--- config.mk ---
export PLATFORM = sky130hd
export DESIGN_NAME = mul_issue_ctrl
export DESIGN_NICKNAME = d
export VERILOG_FILES = /design/src/rtl/mul_issue_ctrl.sv
export SDC_FILE = /design/constraint.sdc
export NUM_CORES = 1
export LEC_CHECK = 0
export ABC_AREA = 0
export CAP_MARGIN = 30
export CORE_UTILIZATION = 47
export DETAILED_ROUTE_END_ITERATION = 10
export PLACE_DENSITY = 0.86
export REMOVE_ABC_BUFFERS = 1
export SYNTH_ARGS = -nofsm -noshare
export SYNTH_HDL_FRONTEND = slang
export SYNTH_SLANG_ARGS = --single-unit
--- constraint.sdc ---
create_clock -name clk -period 6.47 [get_ports clk]
set_input_delay 1.6175 -clock clk [delete_from_list [all_inputs] [get_ports clk]]
set_output_delay 1.6175 -clock clk [all_outputs]
set_load 0.01 [all_outputs]
--- src/rtl/mul_issue_ctrl.sv ---
// Multiply issue controller: arbitrates three reservation stations into a fixed-latency multiplier
// and returns results in issue order over the CDB. Define MUL_RR_ARB_EN for round-robin arbitration.
module mul_issue_ctrl #(
   parameter int unsigned LAT        = 6,
   parameter int unsigned FIFO_DEPTH = 4,
   parameter int unsigned TAG_W      = 4
) (
   input  logic               clk,
   input  logic               nRST,
   input  logic [2:0]         rs_req,
   input  logic [95:0]        rs_op1,
   input  logic [95:0]        rs_op2,
   input  logic [3*TAG_W-1:0] rs_tag,
   output logic [2:0]         rs_grant,
   output logic               mul_en,
   output logic [31:0]        mul_a,
   output logic [31:0]        mul_b,
   input  logic [31:0]        mul_result,
   output logic               cdb_valid,
   output logic [TAG_W-1:0]   cdb_tag,
   output logic [31:0]        cdb_data,
   input  logic               cdb_ack,
   output logic               busy
);

   localparam int unsigned CNT_W     = $clog2(FIFO_DEPTH + 1);
   localparam int unsigned PTR_W     = (FIFO_DEPTH > 1) ? $clog2(FIFO_DEPTH) : 1;
   localparam int unsigned PTR_MAX_I = FIFO_DEPTH - 1;
   localparam logic [CNT_W:0]   CREDITS = FIFO_DEPTH[CNT_W:0];
   localparam logic [PTR_W-1:0] PTR_MAX = PTR_MAX_I[PTR_W-1:0];

   logic [CNT_W-1:0] inflight_q, inflight_d;
   logic [CNT_W-1:0] fifo_cnt_q, fifo_cnt_d;
   logic [PTR_W-1:0] wr_ptr_q, rd_ptr_q;
   logic [LAT-1:0]   sr_valid_q;
   logic [TAG_W-1:0] sr_tag_q    [LAT];
   logic [TAG_W-1:0] fifo_tag_q  [FIFO_DEPTH];
   logic [31:0]      fifo_data_q [FIFO_DEPTH];

   logic             credit_ok;
   logic             fifo_wr;
   logic             fifo_pop;
   logic [1:0]       gnt_idx;
   logic [31:0]      sel_a;
   logic [31:0]      sel_b;
   logic [TAG_W-1:0] sel_tag;

   // ---------------------------------------------------------------------------------------------
   // Arbitration
   // ---------------------------------------------------------------------------------------------
`ifdef MUL_RR_ARB_EN
   logic [1:0] rr_ptr_q;  // slot where the next search starts

   function automatic logic [1:0] slot_add(input logic [1:0] base, input logic [1:0] off);
      logic [2:0] s;
      s = {1'b0, base} + {1'b0, off};
      return (s >= 3'd3) ? 2'(s - 3'd3) : s[1:0];
   endfunction

   // Walk offsets from farthest to nearest so the nearest requester wins.
   always_comb begin
      gnt_idx = 2'd0;
      for (int k = 2; k >= 0; k--) begin
         if (rs_req[slot_add(rr_ptr_q, 2'(k))]) begin
            gnt_idx = slot_add(rr_ptr_q, 2'(k));
         end
      end
   end

   always_ff @(posedge clk or negedge nRST) begin
      if (!nRST) begin
         rr_ptr_q <= 2'd0;
      end else if (mul_en) begin
         rr_ptr_q <= slot_add(gnt_idx, 2'd1);
      end
   end
`else
   always_comb begin
      if (rs_req[0]) begin
         gnt_idx = 2'd0;
      end else if (rs_req[1]) begin
         gnt_idx = 2'd1;
      end else begin
         gnt_idx = 2'd2;
      end
   end
`endif

   always_comb begin
      case (gnt_idx)
         2'd1: begin
            sel_a   = rs_op1[63:32];
            sel_b   = rs_op2[63:32];
            sel_tag = rs_tag[2*TAG_W-1:TAG_W];
         end
         2'd2: begin
            sel_a   = rs_op1[95:64];
            sel_b   = rs_op2[95:64];
            sel_tag = rs_tag[3*TAG_W-1:2*TAG_W];
         end
         default: begin
            sel_a   = rs_op1[31:0];
            sel_b   = rs_op2[31:0];
            sel_tag = rs_tag[TAG_W-1:0];
         end
      endcase
   end

   // Credits come only from registered counts, so a pop frees a slot for the next cycle.
   assign credit_ok = ({1'b0, inflight_q} + {1'b0, fifo_cnt_q}) < CREDITS;
   assign mul_en    = (|rs_req) & credit_ok;
   assign rs_grant  = mul_en ? (3'b001 << gnt_idx) : 3'b000;
   assign mul_a     = mul_en ? sel_a : 32'd0;
   assign mul_b     = mul_en ? sel_b : 32'd0;

   // ---------------------------------------------------------------------------------------------
   // Tag shift register tracking the multiplier pipeline
   // ---------------------------------------------------------------------------------------------
   always_ff @(posedge clk or negedge nRST) begin
      if (!nRST) begin
         sr_valid_q <= '0;
      end else begin
         sr_valid_q[0] <= mul_en;
         for (int i = 1; i < LAT; i++) begin
            sr_valid_q[i] <= sr_valid_q[i-1];
         end
      end
   end

   always_ff @(posedge clk) begin
      sr_tag_q[0] <= sel_tag;
      for (int i = 1; i < LAT; i++) begin
         sr_tag_q[i] <= sr_tag_q[i-1];
      end
   end

   assign fifo_wr  = sr_valid_q[LAT-1];
   assign fifo_pop = cdb_valid & cdb_ack;

   // ---------------------------------------------------------------------------------------------
   // Result FIFO and counters
   // ---------------------------------------------------------------------------------------------
   always_comb begin
      inflight_d = inflight_q;
      case ({mul_en, fifo_wr})
         2'b10:   inflight_d = inflight_q + 1'b1;
         2'b01:   inflight_d = inflight_q - 1'b1;
         default: inflight_d = inflight_q;
      endcase
   end

   always_comb begin
      fifo_cnt_d = fifo_cnt_q;
      case ({fifo_wr, fifo_pop})
         2'b10:   fifo_cnt_d = fifo_cnt_q + 1'b1;
         2'b01:   fifo_cnt_d = fifo_cnt_q - 1'b1;
         default: fifo_cnt_d = fifo_cnt_q;
      endcase
   end

   always_ff @(posedge clk or negedge nRST) begin
      if (!nRST) begin
         inflight_q <= '0;
         fifo_cnt_q <= '0;
         wr_ptr_q   <= '0;
         rd_ptr_q   <= '0;
      end else begin
         inflight_q <= inflight_d;
         fifo_cnt_q <= fifo_cnt_d;
         if (fifo_wr) begin
            wr_ptr_q <= (wr_ptr_q == PTR_MAX) ? '0 : wr_ptr_q + 1'b1;
         end
         if (fifo_pop) begin
            rd_ptr_q <= (rd_ptr_q == PTR_MAX) ? '0 : rd_ptr_q + 1'b1;
         end
      end
   end

   always_ff @(posedge clk) begin
      if (fifo_wr) begin
         fifo_tag_q[wr_ptr_q]  <= sr_tag_q[LAT-1];
         fifo_data_q[wr_ptr_q] <= mul_result;
      end
   end

   // Head is gated so the CDB outputs read zero whenever nothing is offered, including in reset.
   assign cdb_valid = (fifo_cnt_q != '0);
   assign cdb_tag   = cdb_valid ? fifo_tag_q[rd_ptr_q]  : '0;
   assign cdb_data  = cdb_valid ? fifo_data_q[rd_ptr_q] : 32'd0;
   assign busy      = (inflight_q != '0) | (fifo_cnt_q != '0);

   // ---------------------------------------------------------------------------------------------
   // Checks: the pipeline cannot stall, so a write into a full buffer would lose a result.
   // ---------------------------------------------------------------------------------------------
   a_no_full_write: assert property (@(posedge clk) disable iff (!nRST)
      fifo_wr |-> ({1'b0, fifo_cnt_q} < CREDITS));
   a_grant_onehot: assert property (@(posedge clk) disable iff (!nRST) $onehot0(rs_grant));
   a_no_inflight_underflow: assert property (@(posedge clk) disable iff (!nRST)
      fifo_wr |-> (inflight_q != '0));

endmodule

# Word-level counts from Yosys, hierarchy flattened
# Memories as Yosys holds them, arrays and structs flattened.
# Cells that the tools add are included.
[classes]
reduce_logical = 5
shift = 1
bitwise = 3
order_cmp = 1
muxes = 16
eq_ne = 8
n_addsub = 7
[op_table]
columns = ["op", "n"]
rows = [
  ["$pmux W32 S2", 2],
  ["$mux W32", 3],
  ["$pmux W3 S2", 2],
  ["$eq A2 B2 Y1 const B", 5],
  ["$mux W2", 4],
  ["$pmux W4 S2", 1],
  ["$add A3 B1 Y3 const B", 2],
  ["$eq A2 B1 Y1 const B", 3],
  ["$reduce_bool A3 Y1", 2],
  ["$sub A3 B1 Y3 const B", 2],
  ["$add A2 B1 Y2 const B", 2],
  ["$add A3 B3 Y4", 1],
  ["$lt A4 B3 Y1 const B", 1],
  ["$mux W4", 1],
  ["$reduce_bool A2 Y1", 2],
  ["$mux W3", 1],
  ["$reduce_or A3 Y1", 1],
  ["$shl A1 B2 Y3 const A", 1],
  ["$and A1 B1 Y1", 2],
  ["$mux W1", 2],
  ["$or A1 B1 Y1", 1],
]
[totals]
memories = 3
inputBits = 242
ram_bits = 168
word_cells = 49
register_bits = 16
out_inout_bits = 106
[mem_list]
columns = ["name", "words", "width", "rd", "rd_clocked_by_memory_dff", "write_ports", "line_no", "source"]
rows = [
  ["fifo_data_q", 4, 32, 1, 0, 1, "38", "logic [31:0] fifo_data_q [FIFO_DEPTH];"],
  ["sr_tag_q", 6, 4, 6, 0, 6, "36", "logic [TAG_W-1:0] sr_tag_q [LAT];"],
  ["fifo_tag_q", 4, 4, 1, 0, 1, "37", "logic [TAG_W-1:0] fifo_tag_q [FIFO_DEPTH];"],
]

# Longest topological paths before layout
[logic_depth]
depth_word = 5
depth_mapped = 10

# Least setup slack after synthesis
# No wires, ideal clock.
[synth_timing]
kind = "input to output"
from = "in rs_req[1]"
to = "out mul_a[24]"
cell_stages = 6
arrival_ns = 2.545
path_buffers = 3
path_slack_ns = 2.307
cell_sequence = "buf_2 -> or3_1 -> nand3_2 -> buf_4 -> buf_6 -> a21oi_1"
[synth_between]
elab_chain_len = 5
[synth_lines]
columns = ["item", "line_no", "source"]
rows = [
  ["start, declared", "10", "input logic [2:0] rs_req,"],
  ["$mux W2", "81", "end else if (rs_req[1]) begin"],
  ["$mux W2", "79", "if (rs_req[0]) begin"],
  ["$eq A2 B2 Y1 or $eq A2 B1 Y1 (tied branches)", "90", "case (gnt_idx)"],
  ["$pmux W32 S2", "90", ""],
  ["$mux W32 (*)", "113", "assign mul_a = mul_en ? sel_a : 32'd0;"],
  ["end, declared", "16", "output logic [31:0] mul_a,"],
]
# Every way passes the cells marked *; elsewhere a longest branch is shown, timed or not.

# Final worst setup path
[layout_timing]
from = "in rs_req[2]"
to = "out mul_b[28]"
[layout_between]
elab_chain_len = 3
[layout_lines]
columns = ["item", "line_no", "source"]
rows = [
  ["$reduce_or A3 Y1", "111", "assign mul_en = (|rs_req) & credit_ok;"],
  ["$and A1 B1 Y1", "111", ""],
  ["$mux W32", "114", "assign mul_b = mul_en ? sel_b : 32'd0;"],
  ["end, declared", "17", "output logic [31:0] mul_b,"],
]
# No other way between the ends.

==> metrics <==
number of routed nets with antenna violations 0; crit share post-route 0.861; Port Buffers 347; RSZ-0062 raised after global routing no; fraction of layout cells with a size suffix above 1 0.160; post-synthesis sequential area ratio 0.613; final worst slack 0.899 ns; Fin. Hold Viols 0; HP Class flop to flop; CP Max Fanout 34; Die Height 136 microns; 1st-pass router iterations 4; status complete, no violations; clock buffer depth 2; CP arrival 3.95 ns; Synth warnings 0; Final Critical Period 5.57 ns; Final Cell Area 12600 sq um; LEAKAGE 4.54 nW; max-slew violations 0; CTS resizes 0; CTS tree done; FMAX 180 MHz; worst path cell trace clkdlybuf4s50_1, or3_1, nand3_2, a21oi_1, clkdlybuf4s50_1; critical path class input pin to output pin; Slew @ Worst Pin 0.984 ns; Storage cell area 5210 sq um; GRT Residual Overflow 0; maximum vdd drop 0.000258 V; drt initial violations 381; # Post-CTS Setup Buffers 0; setup_tns 0 ns; multi-input combinational cell area 3020 sq um; clk sinks 184; Syn-to-layout area delta 48.9%; worst-skew pair later-pin latency 0.43 ns; Mapped Cells 620; Reg clk slew, reported paths 0.06 ns; power per cell area 370 nW/um^2; Placed Area 12100 sq um; overall routing resource usage 0.280; antenna violations before repair 1; slowest CP cell clkdlybuf4s50_1; number of global-route vias before repair 6356; post-DR wirelength/cell 21.4 microns; Synth Register Bits 184; total number of H-tree levels 4; critical path's most frequent cell clkdlybuf4s50_1; DP HPWL 19000 microns; Hold Worst Slack 0.327 ns; Crit. End Element output pin; Residual DRC 0; routed vias 6332; Unique masters post-synth 29; synthesized area 8500 sq um; worst slew margin relative to its limit 0.344; clock root cell clkbuf_16; # nets final 1209; GPL Wtd Cong 0.863; drt via density 5.30; Final setup viols 0; hold_sp sr_tag_q[4][2]; Worst setup SP type input pin; biggest cell delay along the critical path 0.62 ns; cts hold-fix bufs 0; number of cell rows 48; Clock Skews 0.0155 ns; FILL cells 1168; TritonCTS Buffers 17; Initial Utilization 0.486; Die X 136 microns; global-route wire length before repair 37000 microns; pin count of the biggest net entering global routing 67; Detailed Route WL 25600 microns; Crit Reg-Reg Startpoint inflight_q[2]; core area 17500 sq um; synthesized area per cell 13.7 sq um; CP startpoint rs_req[2]; Required @ worst endpoint 4.85 ns; pre-CTS WS 0.964 ns; max_cap viols 0; I/O pin count 348; die footprint 18600 sq um
sequential cells by signal (all words and copies together) (netlist names):
register,flops
fifo_cnt_q,3
fifo_data_q,128
fifo_tag_q,16
inflight_q,3
rd_ptr_q,2
sr_tag_q,24
sr_valid_q,6
wr_ptr_q,2
cell type report:
cell class | count | area share
multi-input combinational | 383 | 0.239
clock buffer | 17 | 0.0336
clock inverter | 15 | 0.00930
tap | 225 | 0.0223
sequential | 184 | 0.412
inverter | 11 | 0.00326
antenna | 1 | 0.000198
timing repair buffer | 359 | 0.281
cell families after synthesis:
logic type      after synthesis  synth area share
xor+xnor                      6           0.00618
fa+ha+maj                    11            0.0180
compound gates               70            0.0412
flops                       184             0.613
simple gates                188            0.0994
buf+inv                      53            0.0327
mux                         108             0.190
worst max-delay path, delay by kind of cell:
family | cells | cell delay (ns)
compound gates | 1 | 0.55
simple gates | 2 | 0.69
buf+inv | 2 | 1.07
cell usage after synthesis:
master / instances / share of area
edfxtp_1: 144 / 0.51
nand2_1: 134 / 0.059
mux2_2: 66 / 0.087
a21oi_1: 64 / 0.038
and2_1: 40 / 0.029
mux4_2: 36 / 0.095
dfxtp_1: 24 / 0.057
buf_2: 18 / 0.011
dfrtp_1: 16 / 0.047
clkbuf_1: 15 / 0.0066
inv_1: 11 / 0.0049
ha_1: 9 / 0.013
buf_6: 7 / 0.0093
mux2i_1: 6 / 0.0071
o21ai_0: 6 / 0.0035
nor2_1: 4 / 0.0018
xor2_1: 4 / 0.0041
fa_1: 2 / 0.0047
nor3_1: 2 / 0.0012
or3_1: 2 / 0.0015
xnor2_1: 2 / 0.0021
and2_4: 1 / 0.0010
buf_1: 1 / 0.00044
buf_4: 1 / 0.00088
nand3_1: 1 / 0.00059
nand3_2: 1 / 0.0012
nor3b_1: 1 / 0.00088
or3_4: 1 / 0.0013
or4_4: 1 / 0.0013
metrics by stage:
stage          utilization  power [mW]  cells
3_3_place_gp         0.693        3.71   1162
5_1_grt              0.724        4.93   1195
3_5_place_dp         0.693        3.76   1162
6_report             0.724        4.68   1195
4_1_cts              0.724        4.72   1194
2_1_floorplan            -        2.59    578
layer usage:
layer / GRT usage / part of all wire
met5: 0 / 0
met3: 0.0682 / 0.070
met1: 0.361 / 0.41
met2: 0.463 / 0.50
met4: 0.0901 / 0.018
power by group:
group	switching, mW	total [mW]	internal, mW
Sequential	0.160	1.63	1.47
Clock	0.449	0.949	0.500
Combinational	0.893	2.09	1.20
Total	1.50	4.68	3.17
path summary, 6_finish.rpt:
check / slack [ns] / cells past startpoint / to
setup / recovery: 0.90 / 5 / mul_b[28]
hold / removal: 0.33 / 0 / sr_tag_q[5][2]
setup reg to reg: 3.56 / 9 / inflight_q[2]
hold reg to reg: 0.33 / 0 / sr_tag_q[5][2]
max in group asynchronous: 4.32 / 1 / rd_ptr_q[1]
min in group asynchronous: 1.64 / 1 / fifo_cnt_q[1]
cells in the final DEF (no fill, tap or decap), drive strengths merged, types with 2 or more instances in the layout:
master | Yosys | layout
clkdlybuf4s50 | 0 | 345
edfxtp | 144 | 144
nand2 | 134 | 134
mux2 | 66 | 66
a21oi | 64 | 64
and2 | 41 | 41
mux4 | 36 | 36
dfxtp | 24 | 24
inv | 11 | 18
clkbuf | 15 | 17
dfrtp | 16 | 16
buf | 27 | 14
ha | 9 | 9
mux2i | 6 | 6
o21ai | 6 | 6
clkinv | 0 | 5
nor2 | 4 | 4
xor2 | 4 | 4
clkinvlp | 0 | 3
or3 | 3 | 3
nor3 | 2 | 2
xnor2 | 2 | 2
fa | 2 | 2
nand3 | 2 | 2
Power figures use the tool's default switching activity.
